### config.mk
export PLATFORM = sky130hd
export DESIGN_NAME = serial_subtractor
export DESIGN_NICKNAME = d
export VERILOG_FILES = /design/src/rtl/serial_subtractor_pkg.sv /design/src/rtl/serial_subtractor_full_subtractor.sv /design/src/rtl/serial_subtractor.sv
export SDC_FILE = /design/constraint.sdc
export NUM_CORES = 1
export LEC_CHECK = 0
export ABC_CLOCK_PERIOD_IN_PS = 1500
export BUFFER_PORTS_ARGS = -buffer_cell sky130_fd_sc_hd__buf_2
export CAP_MARGIN = 30
export CORE_UTILIZATION = 49
export DETAILED_ROUTE_END_ITERATION = 6
export PLACE_DENSITY = 0.86
export SYNTH_ARGS = -nofsm -noshare
export SYNTH_HDL_FRONTEND = slang
export SYNTH_SLANG_ARGS = --single-unit
### constraint.sdc
create_clock -name clk -period 1.5 [get_ports clk]
set_clock_uncertainty 0.05 [all_clocks]
set_input_delay 0.225 -clock clk [delete_from_list [all_inputs] [get_ports clk]]
set_output_delay 0.225 -clock clk [all_outputs]
set_load 0.01 [all_outputs]
### src/rtl/serial_subtractor_pkg.sv
// Shared constants and FSM encoding for the bit-serial subtractor.
package serial_subtractor_pkg;

    localparam int DEFAULT_WIDTH = 8;

    typedef enum logic [1:0] {
        IDLE = 2'd0,
        RUN  = 2'd1,
        DONE = 2'd2
    } state_t;

endpackage

### src/rtl/serial_subtractor_full_subtractor.sv
// Gate-level 1-bit full subtractor: d = a ^ b ^ bin, bout = ~a&b | ~(a^b)&bin.
module full_subtractor (
    input  logic i_a,
    input  logic i_b,
    input  logic i_bin,
    output logic o_d,
    output logic o_bout
);

    logic w_axb, w_na, w_nxab, w_t1, w_t2;

    xor g_x0 (w_axb, i_a, i_b);
    xor g_x1 (o_d, w_axb, i_bin);
    not g_n0 (w_na, i_a);
    not g_n1 (w_nxab, w_axb);
    and g_a0 (w_t1, w_na, i_b);
    and g_a1 (w_t2, w_nxab, i_bin);
    or  g_o0 (o_bout, w_t1, w_t2);

endmodule

### src/rtl/serial_subtractor.sv
// Bit-serial a - b, LSB first, one full-subtractor cell plus a borrow flop.
module serial_subtractor
    import serial_subtractor_pkg::*;
#(
    parameter int WIDTH = DEFAULT_WIDTH
) (
    input  logic             clk,
    input  logic             rst,
    input  logic             start,
    input  logic [WIDTH-1:0] a,
    input  logic [WIDTH-1:0] b,
    output logic             busy,
    output logic             done,
    output logic [WIDTH-1:0] diff,
    output logic             borrow_out,
    output logic             overflow
);

    localparam int CW = $clog2(WIDTH);
    localparam logic [CW-1:0] LAST = CW'(WIDTH - 1);

    state_t           r_state;
    logic [WIDTH-1:0] r_sa, r_sb, r_res, r_diff;
    logic [CW-1:0]    r_cnt;
    logic             r_bf, r_sign_a, r_sign_b;
    logic             r_busy, r_done, r_borrow, r_ovf;
    logic             w_d, w_bnext;
    logic [WIDTH-1:0] w_res_next;

    full_subtractor u_fs (
        .i_a    (r_sa[0]),
        .i_b    (r_sb[0]),
        .i_bin  (r_bf),
        .o_d    (w_d),
        .o_bout (w_bnext)
    );

    // Result bits enter at the MSB so after WIDTH shifts bit 0 lands at LSB.
    assign w_res_next = {w_d, r_res[WIDTH-1:1]};

    always_ff @(posedge clk or posedge rst) begin
        if (rst) begin
            r_state  <= IDLE;
            r_sa     <= '0;
            r_sb     <= '0;
            r_res    <= '0;
            r_diff   <= '0;
            r_cnt    <= '0;
            r_bf     <= 1'b0;
            r_sign_a <= 1'b0;
            r_sign_b <= 1'b0;
            r_busy   <= 1'b0;
            r_done   <= 1'b0;
            r_borrow <= 1'b0;
            r_ovf    <= 1'b0;
        end else begin
            case (r_state)
                IDLE, DONE: begin
                    r_done <= 1'b0;
                    if (start) begin
                        r_sa     <= a;
                        r_sb     <= b;
                        r_res    <= '0;
                        r_bf     <= 1'b0;
                        r_cnt    <= '0;
                        r_sign_a <= a[WIDTH-1];
                        r_sign_b <= b[WIDTH-1];
                        r_busy   <= 1'b1;
                        r_state  <= RUN;
                    end else begin
                        r_state <= IDLE;
                    end
                end
                RUN: begin
                    r_res <= w_res_next;
                    r_sa  <= r_sa >> 1;
                    r_sb  <= r_sb >> 1;
                    r_bf  <= w_bnext;
                    r_cnt <= r_cnt + CW'(1);
                    if (r_cnt == LAST) begin
                        r_state  <= DONE;
                        r_busy   <= 1'b0;
                        r_done   <= 1'b1;
                        r_diff   <= w_res_next;
                        r_borrow <= w_bnext;
                        r_ovf    <= (r_sign_a ^ r_sign_b) & (w_d ^ r_sign_a);
                    end
                end
                default: begin
                    r_state <= IDLE;
                    r_busy  <= 1'b0;
                    r_done  <= 1'b0;
                end
            endcase
        end
    end

    assign busy       = r_busy;
    assign done       = r_done;
    assign diff       = r_diff;
    assign borrow_out = r_borrow;
    assign overflow   = r_ovf;

endmodule

==> results.md <==
- GR Overflow Total: 0
- Met3 WL post-DR: between 100 and 150 µm
- DR top layer: met4
- Pwr/cell area: 2110 nW/µm²
- Worst EP arrival: roughly 1.7 ns
- Clk Latency, worst-skew pair: 0.34 ns
- Setup crit end kind: flop
- WL/cell: 13.6 µm
- Worst slew margin: between 60% and 70%
- Seq cells post-synth: 42
- Vias in the first global route: 1250
- CTS tree: yes
- Initial DRC Count: 31
- Sequential element share of the synthesized area: 59.7%
- Worst Reg-to-Reg Cells: 5
- Fin crit share: approximately 98%
- Footprint of the multi-input gates: about 660 µm²
- Clock-pin slew on the worst setup and hold paths: 0.12 ns
- Final Hold Vio Count: 0
- Syn_nets: 182
- Worst R2R Start: r_bf$_DFFE_PP0P_
- Reg2reg end: overflow$_DFFE_PP0P_
- Hold path startpoint: b[7]
- Ports: 31
- # fillers: 280
- Total of warnings raised by yosys: 0
- Syn Inst Count: 160
- Setup_tns: 0 ns
- Critical Path Fanout Max: 4
- Hold endpoint: r_sign_b$_DFFE_PP0P_
- FF/Latch Area: 1050 µm²
- Fraction of layout cells with a size suffix above 1: 30.3%
- Die height: just over 60 µm
- Post-Route M1 WL: ~1600 µm
- VDD IR max: 0.000995 V
- Static Leak: ~1.0 nW
- Crit path time final: between 1 and 1.5 ns
- Setup violators final: 0
- Core area: 3390 µm²
- Clk buf depth: 2
- Placer Congestion: 0.755
- R2r setup slk: 0.03 ns
- Critical Path Start Type: flop
- Clock Sinks: 42
- Hold depth: 3
- Final wirelength: 3360 µm
- Row cnt: 21
- Syn_area_per_cell: 11.0 µm²
- Via count: 1293
- Initial core utilization: 52.0%
- Status: finished clean
- Unrepaired setup endpoints after global routing: yes
- Number of remaining DRC errors: 0
- Post-detail-place hpwl: 2180 µm
- Maximum clock frequency: 678 MHz
- First-pass GRT wire length: 5410 µm
- H-tree Lvls: 2
- Buffers on Ports: 30
- Clock root buffer master: clkbuf_4
- Mapped cell area: between 1500 and 2000 µm²
- Syn-to-layout area delta: 19.5%
- Max-slew violation count: 0
- Critical path class: flop to flop
- Commonest non-fill, non-tap cell in the layout: dfrtp_1
- Nets: 222
- Max Cap Viol: 0
- Most frequent cells in the layout: dfrtp_1 (42), nand2_1 (36), buf_2 (30)
- Worst EP required: 1.69 ns
- Distinct cell type count after synthesis: 25
- Die X: 62.0 µm
- Ant. Diodes: 0
- Vias per cell: about 5.2
- Num CTS Buffers: 5
- Non-filler cells, final: approximately 250
- DIE AREA: 3840 µm²
- Total global-route track usage: 19.6%
- ANT nets after route: 0
- Worst hold path type: primary input to flop
- Drt pass-1 iters: 5
- Worst-Margin Slew: between 0.5 and 0.6 ns
- Largest net degree at the start of global routing: 43
- Initial antenna violation count: 0
- DP Cell Count: 235
- Met2 wire length: between 1500 and 2000 µm
synth_stat cells:
| cell | instances | share of area, % |
|---|---|---|
| a21oi_1 | 1 | 0.28 |
| a22o_1 | 11 | 5.5 |
| a31oi_1 | 14 | 5.0 |
| and2b_1 | 1 | 0.43 |
| and3b_1 | 1 | 0.50 |
| buf_2 | 1 | 0.28 |
| buf_4 | 5 | 2.1 |
| buf_6 | 2 | 1.3 |
| clkbuf_1 | 2 | 0.43 |
| dfrtp_1 | 42 | 60 |
| fa_1 | 1 | 1.1 |
| ha_1 | 2 | 1.4 |
| inv_1 | 5 | 1.1 |
| mux2_2 | 8 | 5.1 |
| nand2_1 | 36 | 7.7 |
| nand2b_1 | 2 | 0.71 |
| nand3_1 | 1 | 0.28 |
| nand3b_2 | 1 | 0.64 |
| nor2_1 | 16 | 3.4 |
| nor2_4 | 1 | 0.64 |
| nor2b_1 | 1 | 0.36 |
| o21ai_0 | 2 | 0.57 |
| o21ai_1 | 2 | 0.57 |
| o2bb2ai_1 | 1 | 0.50 |
| o32ai_1 | 1 | 0.50 |
critical path, cell delays in order, from the launching register on:
cell and delay (ns):
dfrtp_1 0.37, inv_1 0.06, fa_1 0.53, and3b_1 0.19, a21oi_1 0.11, o21ai_1 0.07
area by class of cell:
cell class	instances	area share, %
flip-flops and latches	42	49.9
clock inverters	1	0.238
repair buffers	42	12.1
clock buffers	7	2.61
multi-input cells	104	31.5
inverters	5	0.891
well taps	46	2.73
per-stage QoR:
| stage | setup WS [ns] | cell area (µm²) | utilization [%] | total power [W] | hold slack [ns] |
|---|---|---|---|---|---|
| after floorplan | 0.0286 | 1770 | - | 0.00328 | 0.280 |
| after global placement | 0.0766 | 1990 | 58.7 | 0.00367 | 0.322 |
| after detailed placement | 0.00396 | 1990 | 58.7 | 0.00377 | 0.334 |
| after CTS | 0.0158 | 2060 | 60.7 | 0.00436 | 0.0294 |
| after global routing | -0.0345 | 2110 | 62.1 | 0.00482 | 0.0461 |
| final | 0.0260 | 2110 | 62.1 | 0.00444 | 0.0559 |
power breakdown:
| group | leakage (nW) | internal (W) | switching (W) |
|---|---|---|---|
| logic | 0.504 | 0.000905 | 0.000948 |
| clock network | 0.0353 | 0.000228 | 0.000349 |
| registers | 0.507 | 0.00166 | 0.000352 |
| total | 1.05 | 0.00279 | 0.00165 |
repair_timing:
action | CTS | global route
gates resized for setup | 1 | 3
buffers inserted | 0 | 2
hold buffers | 1 | 0
hold endpoints to repair | 42 | 0
pin swaps | 1 | 1
setup endpoints to repair | 1 | 9
gates cloned | 0 | 1
sequential cells by signal, summed over array words and instances, names as in the netlist:
register / count
r_bf: 1
r_sa: 8
borrow_out: 1
r_state: 1
r_sb: 8
r_sign_a: 1
r_cnt: 3
overflow: 1
done: 1
r_res: 7
busy: 1
diff: 8
r_sign_b: 1
worst max-delay path by stage:
stage / start / slack [ns] / cells past startpoint / to
final: r_bf$_DFFE_PP0P_ / 0.03 / 5 / overflow$_DFFE_PP0P_
after global routing: r_sb[0]$_DFFE_PP0P_ / -0.03 / 5 / overflow$_DFFE_PP0P_
after CTS: r_cnt[0]$_DFFE_PP0P_ / 0.02 / 4 / diff[4]$_DFFE_PP0P_
after detailed placement: r_bf$_DFFE_PP0P_ / 0.004 / 5 / overflow$_DFFE_PP0P_
after global placement: r_cnt[0]$_DFFE_PP0P_ / 0.08 / 4 / diff[0]$_DFFE_PP0P_
after floorplan: r_cnt[0]$_DFFE_PP0P_ / 0.03 / 5 / diff[0]$_DFFE_PP0P_
routing by layer:
metal	vias to the layer above	GRT usage [%]
met5	-	0
met4	0	4.76
met3	6	5.80
met2	38	35.3
met1	618	22.9
li1	631	-
kinds of logic (layout without fill, tap and decap cells):
logic type / after synthesis / after routing / synth area share, %
mux: 8 / 8 / 5.11
buf+inv: 15 / 55 / 5.18
fa+ha+maj: 3 / 3 / 2.56
compound gates: 32 / 32 / 12.9
simple gates: 60 / 61 / 14.6
flops: 42 / 42 / 59.7
No activity file was read; power rests on OpenSTA's default activity.
